$ cat src/rtl/wb_sram_ctrl.sv
// Wishbone classic slave for port 0 (RW) of the management SRAM wrapper.
// Decodes the address window, drives SRAM controls combinationally in IDLE, and registers read data and ack.
module wb_sram_ctrl #(
    parameter int unsigned ADDR_WIDTH = 9,
    parameter logic [31:0] BASE_ADDR  = 32'h0000_0000,
    parameter logic [31:0] ADDR_MASK  = 32'hFFFF_F800,
    parameter int unsigned READ_WAIT  = 0
) (
    input  logic                  wb_clk_i,
    input  logic                  wb_rstn_i,
    input  logic                  wb_cyc_i,
    input  logic                  wb_stb_i,
    input  logic                  wb_we_i,
    input  logic [3:0]            wb_sel_i,
    input  logic [31:0]           wb_adr_i,
    input  logic [31:0]           wb_dat_i,
    output logic [31:0]           wb_dat_o,
    output logic                  wb_ack_o,
    output logic                  sram_clk,
    output logic                  sram_csb,
    output logic                  sram_web,
    output logic [3:0]            sram_wmask,
    output logic [ADDR_WIDTH-1:0] sram_addr,
    output logic [31:0]           sram_din,
    input  logic [31:0]           sram_dout
);

    typedef enum logic [1:0] {
        IDLE,
        RD,
        ACK
    } state_e;

    localparam logic [2:0] WAIT_LAST = 3'(READ_WAIT);

    state_e      state_q, state_d;
    logic [2:0]  wait_q, wait_d;
    logic [31:0] dat_q, dat_d;
    logic        req, hit;

    // Gating with reset keeps the SRAM deselected while reset is held, whatever the bus does.
    assign req = wb_rstn_i & wb_cyc_i & wb_stb_i & (state_q == IDLE);
    assign hit = req & ((wb_adr_i & ADDR_MASK) == BASE_ADDR);

    assign sram_clk   = wb_clk_i;
    assign sram_csb   = ~(hit & (~wb_we_i | (|wb_sel_i)));
    assign sram_web   = ~(hit & wb_we_i);
    assign sram_wmask = (hit & wb_we_i) ? wb_sel_i : 4'b0000;
    assign sram_addr  = wb_adr_i[ADDR_WIDTH+1:2];
    assign sram_din   = wb_dat_i;

    assign wb_ack_o = (state_q == ACK);
    assign wb_dat_o = dat_q;

    always_comb begin
        state_d = state_q;
        wait_d  = wait_q;
        dat_d   = dat_q;
        case (state_q)
            IDLE: begin
                if (req) begin
                    if (wb_we_i | ~hit) begin
                        state_d = ACK;
                        if (!hit) dat_d = '0;
                    end else begin
                        state_d = RD;
                        wait_d  = '0;
                    end
                end
            end
            RD: begin
                if (!wb_cyc_i) begin
                    state_d = IDLE;
                end else if (wait_q == WAIT_LAST) begin
                    dat_d   = sram_dout;
                    state_d = ACK;
                end else begin
                    wait_d = wait_q + 3'd1;
                end
            end
            ACK:     state_d = IDLE;
            default: state_d = IDLE;
        endcase
    end

    always_ff @(posedge wb_clk_i or negedge wb_rstn_i) begin
        if (!wb_rstn_i) begin
            state_q <= IDLE;
            wait_q  <= '0;
            dat_q   <= '0;
        end else begin
            state_q <= state_d;
            wait_q  <= wait_d;
            dat_q   <= dat_d;
        end
    end

endmodule

$ cat config.mk
export PLATFORM = sky130hd
export DESIGN_NAME = wb_sram_ctrl
export DESIGN_NICKNAME = d
export VERILOG_FILES = /design/src/rtl/wb_sram_ctrl.sv
export SDC_FILE = /design/constraint.sdc
export NUM_CORES = 1
export LEC_CHECK = 0
export ABC_AREA = 1
export CORE_MARGIN = 8
export CORE_UTILIZATION = 33
export CTS_BUF_LIST = sky130_fd_sc_hd__clkbuf_8
export DETAILED_ROUTE_END_ITERATION = 6
export GPL_TIMING_DRIVEN = 0
export PLACE_DENSITY = 0.85
export RECOVER_POWER = 25
export SLEW_MARGIN = 20
export SYNTH_ARGS = -nofsm -noshare
export SYNTH_HDL_FRONTEND = slang
export SYNTH_SLANG_ARGS = --single-unit
$ cat constraint.sdc
create_clock -name wb_clk_i -period 2 [get_ports wb_clk_i]
set_clock_uncertainty 0.05 [all_clocks]
set_input_delay 0.4 -clock wb_clk_i [delete_from_list [all_inputs] [get_ports wb_clk_i]]
set_output_delay 0.4 -clock wb_clk_i [all_outputs]
set_load 0.01 [all_outputs]
==> results.cfg, run 1 <==
[placed_design]
pre_cts_slack_ps = -749
place.port_buffers = 142
gp_congestion = 0.759
place_area_sq_um = 3750
dpl.hpwl_mm = 6.10
dpl.cell_count = 499

[critical_path]
end_kind = output port
cp_data_arrival_time_ps = 1600
start_kind = input port
critPathKind = in -> out
cp.required_ps = 1550
cp_max_fo = 5

[yosys]
synth_top_area_share_pct = 41.8
syn_nets = 383
synth_ff_type = dfrtp_1
yosysMostFrequentCell = nand2_1
synth_area_sq_um = 2210
synthSimpleGateAreaFrac_pct = 23.5
synth_edf_count = 0
avgSynthCellArea_sq_um = 8.02
synthAdderAreaFrac_pct = 1.13
synth_compound_gate_area_share_pct = 12.1
synth_mux_area_share_pct = 0
yosysWarnings = 0
synth_area_leader_cell = dfrtp_1
ys_seq_elements = 37
async_reset_ff_share_pct = 100
ys_types = 21
synth_top_family_by_area = simple AND/OR/NAND/NOR gates
syn_inst = 276
synthTopCellsByCount = 85 x nand2_1, 42 x buf_4, 37 x dfrtp_1
ys_top_cells_by_area = dfrtp_1 42%, nand2_1 14%, buf_4 14%
synth-xor-area-share_pct = 0.395
ys_seq_area_share_pct = 41.8

[timing]
fin_crit_sh_pct = 102
slew_violations = 0
holdWs_ps = 335
layout_setup_ws_ps = -45.0
fin_crit_ps = 2050
tightest_slew_ps = 913
slew_headroom_pct = 39.2
setup_viol = 5
tns_ps = -180
clock.fmax_mhz = 489
finalHoldViolCount = 0
rsz0062_at_grt = yes

[cells_and_area]
multi_input_area_sq_um = 847
regArea_sq_um = 927
diodes = 0
fillCellCount = 618
stdcell_count = 520
syn_to_final_growth_pct = 78.5
layout-drive-gt1-share_pct = 24.8
stdcell_area_sq_um = 3950
layout.nets = 547

[detailed_routing]
wl_mm = 7.62
wl_per_cell_microns = 14.7
first_pass_iters = 4
drt_iter0_markers = 88
via_count = 2276
viasPerCell = 4.38
ant_nets = 0
drc = 0

[clocking]
clkLatencyLatePin_ps = 390
clkSlewWorstSetupHoldPaths_ps = 80
cts_tree = built

[floorplan]
start_util_pct = 33.3
dieArea_sq_um = 9590
die_h_microns = 97.9
die_w_microns = 97.9
std_cell_rows = 30
core_area_sq_um = 6640
ios = 186

[run_status]
outcome = complete, but fails checks
violations = setup timing

[job]
cap_violations = 0

[global_route]
overflow = 0
grt_pass1_wl_mm = 12.2
grt_use_total_pct = 15.6
grt_pass1_vias = 2538
grt_start_max_net_pins = 17
antenna_found_initial = 0

[min_path]
hold_path.class = in -> async

[power_and_ir_drop]
leakagePower_nw = 1.83
powerDensity_nw_per_um2 = 500
ir_worst_vdd_uv = 350
==> critical path: stages <==
cell             delay [ps]
clkdlybuf4s50_1         420
inv_2                    60
nand2_1                  40
nor2_1                  100
nand3_1                 100
nor2_2                  150
nand2_2                 100
nor2_1                  100
buf_2                   130
==> cells in the final DEF, fill, tap and decap left out, types with 2 or more instances in the layout <==
cell,instances
buf_2,6
buf_4,50
buf_6,7
clkbuf_1,5
clkbuf_8,8
clkdlybuf4s50_1,115
dfrtp_1,36
dlygate4sd2_1,12
dlygate4sd3_1,3
dlymetal6s2s_1,6
ha_1,2
inv_1,16
inv_2,4
nand2_1,84
nand2_2,3
nand3_1,6
nand4_1,4
nor2_1,28
nor2_2,2
nor2_4,2
o21ai_1,11
o21ai_2,22
==> state kept, by name, summed over array words and instances (netlist names) <==
register	flops
wait_q	3
wb_dat_o	32
state_q	2
==> cell families after synthesis <==
kind of cell	count (synthesis)
AO/OA/AOI/OAI	36
XOR/XNOR	1
adder cells (fa/ha/maj)	2
buffers and inverters	70
flip-flops	37
AND/OR/NAND/NOR	130
==> report_power, final <==
part / total, W / internal, W / leakage [nW] / switching, W
clock: 0.000716 / 0.000401 / 0.0757 / 0.000315
sequential: 0.000767 / 0.000756 / 0.514 / 0.0000111
combinational: 0.000495 / 0.000300 / 1.24 / 0.000195
total: 0.00198 / 0.00146 / 1.83 / 0.000521
==> path summary, 6_finish.rpt <==
kind | startpoint | endpoint | slack [ps] | cells past startpoint
worst max-delay path | wb_adr_i[26] | sram_wmask[3] | -50 | 9
worst max register to register | state_q[1]$_DFFE_PN0P_ | wb_dat_o[17]$_DFFE_PN0P_ | 230 | 10
worst min-delay path | wb_rstn_i | wait_q[1]$_DFFE_PN0P_ | 330 | 2
worst min register to register | wb_dat_o[12]$_DFFE_PN0P_ | wb_dat_o[12]$_DFFE_PN0P_ | 430 | 2
max in group asynchronous | wb_rstn_i | state_q[0]$_DFFE_PN0P_ | 580 | 3
min in group wb_clk_i | wb_dat_o[12]$_DFFE_PN0P_ | wb_dat_o[12]$_DFFE_PN0P_ | 430 | 2
==> timing repair <==
action                                 4_1_cts  5_1_grt
gates resized for setup                     51       10
pin swaps                                   18       14
endpoints found under the hold margin       21        0
gates cloned                                 1        0
hold buffers                                 2        0
buffers inserted                             6        2
setup endpoints to repair                    7        6
==> routing by layer <==
metal	vias to the layer above	wire length [microns]	part of all wire, %	global-route usage [%]
met5	-	0	0	0
met4	0	93	1.2	5.16
met3	8	659	8.6	6.69
met2	88	4260	56	29.9
met1	1040	2610	34	14.2
li1	1140	-	-	-
==> layout make-up <==
cell class / count / area share (%)
flip-flops and latches: 37 / 23.5
multi-input cells: 169 / 21.4
inverters: 19 / 1.80
clock buffers: 9 / 2.91
plain buffers: 51 / 9.97
repair buffers: 153 / 37.6
well taps: 80 / 2.53
clock inverters: 2 / 0.317
==> per-stage QoR <==
stage / total power, W / util (%)
finish: 0.00198 / 59.5
global route: 0.00209 / 59.5
CTS: 0.00201 / 59.5
detailed placement: 0.00132 / 56.5
global placement: 0.00131 / 56.2
floorplan: 0.00101 / -
Power figures use the tool's default switching activity.
==> run 2, diff against run 1 <==
- clock period: 2 -> 1.9 ns (I/O delays scaled with it)
==> results.cfg, run 2 (synthesis results as in run 1) <==
[run_status]
outcome = complete, but fails checks
violations = setup timing

[timing]
fin_crit_sh_pct = 106
layout_setup_ws_ps = -122
finalHoldViolCount = 0
rsz0062_at_grt = yes
slew_violations = 0
holdWs_ps = 315
slew_headroom_pct = 39.2
setup_viol = 6
fin_crit_ps = 2020
tightest_slew_ps = 912
tns_ps = -591
clock.fmax_mhz = 495

[cells_and_area]
layout-drive-gt1-share_pct = 24.0
syn_to_final_growth_pct = 76.9
final_util_pct = 59.0
fillCellCount = 623
layout_common_cells = 117 x clkdlybuf4s50_1, 84 x nand2_1, 47 x buf_4
mostFrequentLayoutCell = clkdlybuf4s50_1
diodes = 0
stdcell_area_sq_um = 3920
layout.nets = 544
largest_reg_flops = 32

[global_route]
grt_pass1_wl_mm = 12.2
grt_pass1_vias = 2540
antenna_found_initial = 0
grt_start_max_net_pins = 17
grt_use_total_pct = 15.6
overflow = 0

[clocking]
clkLatencyLatePin_ps = 390
clkSlewWorstSetupHoldPaths_ps = 80
cts_tree = built

[power_and_ir_drop]
seqPwrFrac_pct = 38.8
powerDensity_nw_per_um2 = 531
combinationalPowerShare_pct = 24.9
clockPowerShare_pct = 36.2
p_sw_share_pct = 26.3
p_sw_w = 0.000547
leakagePower_nw = 1.78
ir_worst_vdd_uv = 368
internal_power_w = 0.00153

[critical_path]
start_kind = input port
end_kind = output port
cpMostUsedCell = nor2_1
reg2reg_depth = 10
r2r-end = wb_dat_o[17]$_DFFE_PN0P_
cp_slowest_cell = clkdlybuf4s50_1
crit_family = simple AND/OR/NAND/NOR gates
cp_data_arrival_time_ps = 1590
critPathKind = in -> out
reg2reg_from = state_q[1]$_DFFE_PN0P_
cp.required_ps = 1470
worst_path_largest_cell_delay_ps = 400
cp_max_fo = 5
r2r_slack_ps = 130
cp_cell_sequence = clkdlybuf4s50_1 > inv_1 > nand2_1 > nor2_1 > nand3_1 > nor2_2 > nand2_2 > nor2_1 > buf_2
crit_buf_inv = 3

[floorplan]
ios = 186
std_cell_rows = 30
core_area_sq_um = 6640
die_h_microns = 97.9
die_w_microns = 97.9
start_util_pct = 33.3
dieArea_sq_um = 9590

[placed_design]
pre_cts_slack_ps = -809
dpl.hpwl_mm = 6.10
place_area_sq_um = 3750
place.port_buffers = 142
gp_congestion = 0.759

[detailed_routing]
viasPerCell = 4.38
drc = 0
wl_mm = 7.60
drt_iter0_markers = 96
via_count = 2267
ant_nets = 0
first_pass_iters = 4
wl_per_cell_microns = 14.7

[min_path]
hold_path.class = in -> async

[job]
cap_violations = 0
## run 2: cell count changes in the layout (fill, tap and decap cells not counted)
cell,delta
dlymetal6s2s_1,-4
buf_4,-3
clkdlybuf4s50_1,+2
dlygate4sd2_1,+2
inv_1,+1
inv_2,-1
## run 2: metrics by stage
step | instances | total power (W)
after floorplan | 276 | 0.00107
final | 517 | 0.00208
after detailed placement | 499 | 0.00139
after global placement | 498 | 0.00138
after CTS | 517 | 0.00212
after global routing | 517 | 0.00219
## run 2: timing repair
| item | 4_1_cts | 5_1_grt |
|---|---|---|
| hold endpoints to repair | 21 | 0 |
| endpoints found under the setup margin | 8 | 6 |
| pin swaps | 15 | 10 |
| buffers inserted | 5 | 0 |
| hold buffers | 2 | 0 |
| resized for setup | 53 | 5 |
| cloned | 1 | 0 |
## run 2: how the worst max path moves through the flow
stage                      startpoint             to  slack [ps]  cells after the start
2_1_floorplan  state_q[0]$_DFFE_PN0P_  sram_wmask[0]         190                      7
3_3_place_gp                wb_rstn_i  sram_wmask[2]       -2070                      8
3_5_place_dp                 wb_cyc_i  sram_wmask[2]        -810                      8
4_1_cts        state_q[1]$_DFFE_PN0P_  sram_wmask[2]        -140                      8
5_1_grt        state_q[1]$_DFFE_PN0P_  sram_wmask[2]        -250                      8
6_report                 wb_adr_i[27]  sram_wmask[3]        -120                      9
## run 2: layout make-up
type | count | area, sq um | area share [%]
plain buffers | 51 | 394 | 10.1
clock buffers | 9 | 115 | 2.94
clock inverters | 2 | 12.5 | 0.319
inverters | 19 | 71.3 | 1.82
multi-input cells | 169 | 847 | 21.6
flip-flops and latches | 37 | 927 | 23.7
well taps | 80 | 100 | 2.56
repair buffers | 150 | 1450 | 37.0
## run 2: power by group through the flow
stage / Clock, W / Sequential, W / Combinational (W)
2_1_floorplan: 0.0000434 / 0.000818 / 0.000205
3_3_place_gp: 0.0000827 / 0.000818 / 0.000478
3_5_place_dp: 0.0000827 / 0.000820 / 0.000491
4_1_cts: 0.000778 / 0.000806 / 0.000531
5_1_grt: 0.000824 / 0.000807 / 0.000563
6_report: 0.000754 / 0.000808 / 0.000519
## run 2: worst register-to-register path, stage by stage (launching register included)
cell and delay [ps]:
dfrtp_1 420, buf_4 150, inv_1 70, nand2_2 80
inv_2 150, nand2_2 80, a22oi_2 200, nand2_4 150
buf_6 180, nand2_1 80, o21ai_2 50
## run 2: per-layer routing
layer,GRT usage [%],vias up,share of wire (%)
met5,0,-,0
met4,5.16,0,1.2
met3,6.69,8,8.4
met2,29.9,85,56
met1,14.2,1041,34
li1,-,1133,-
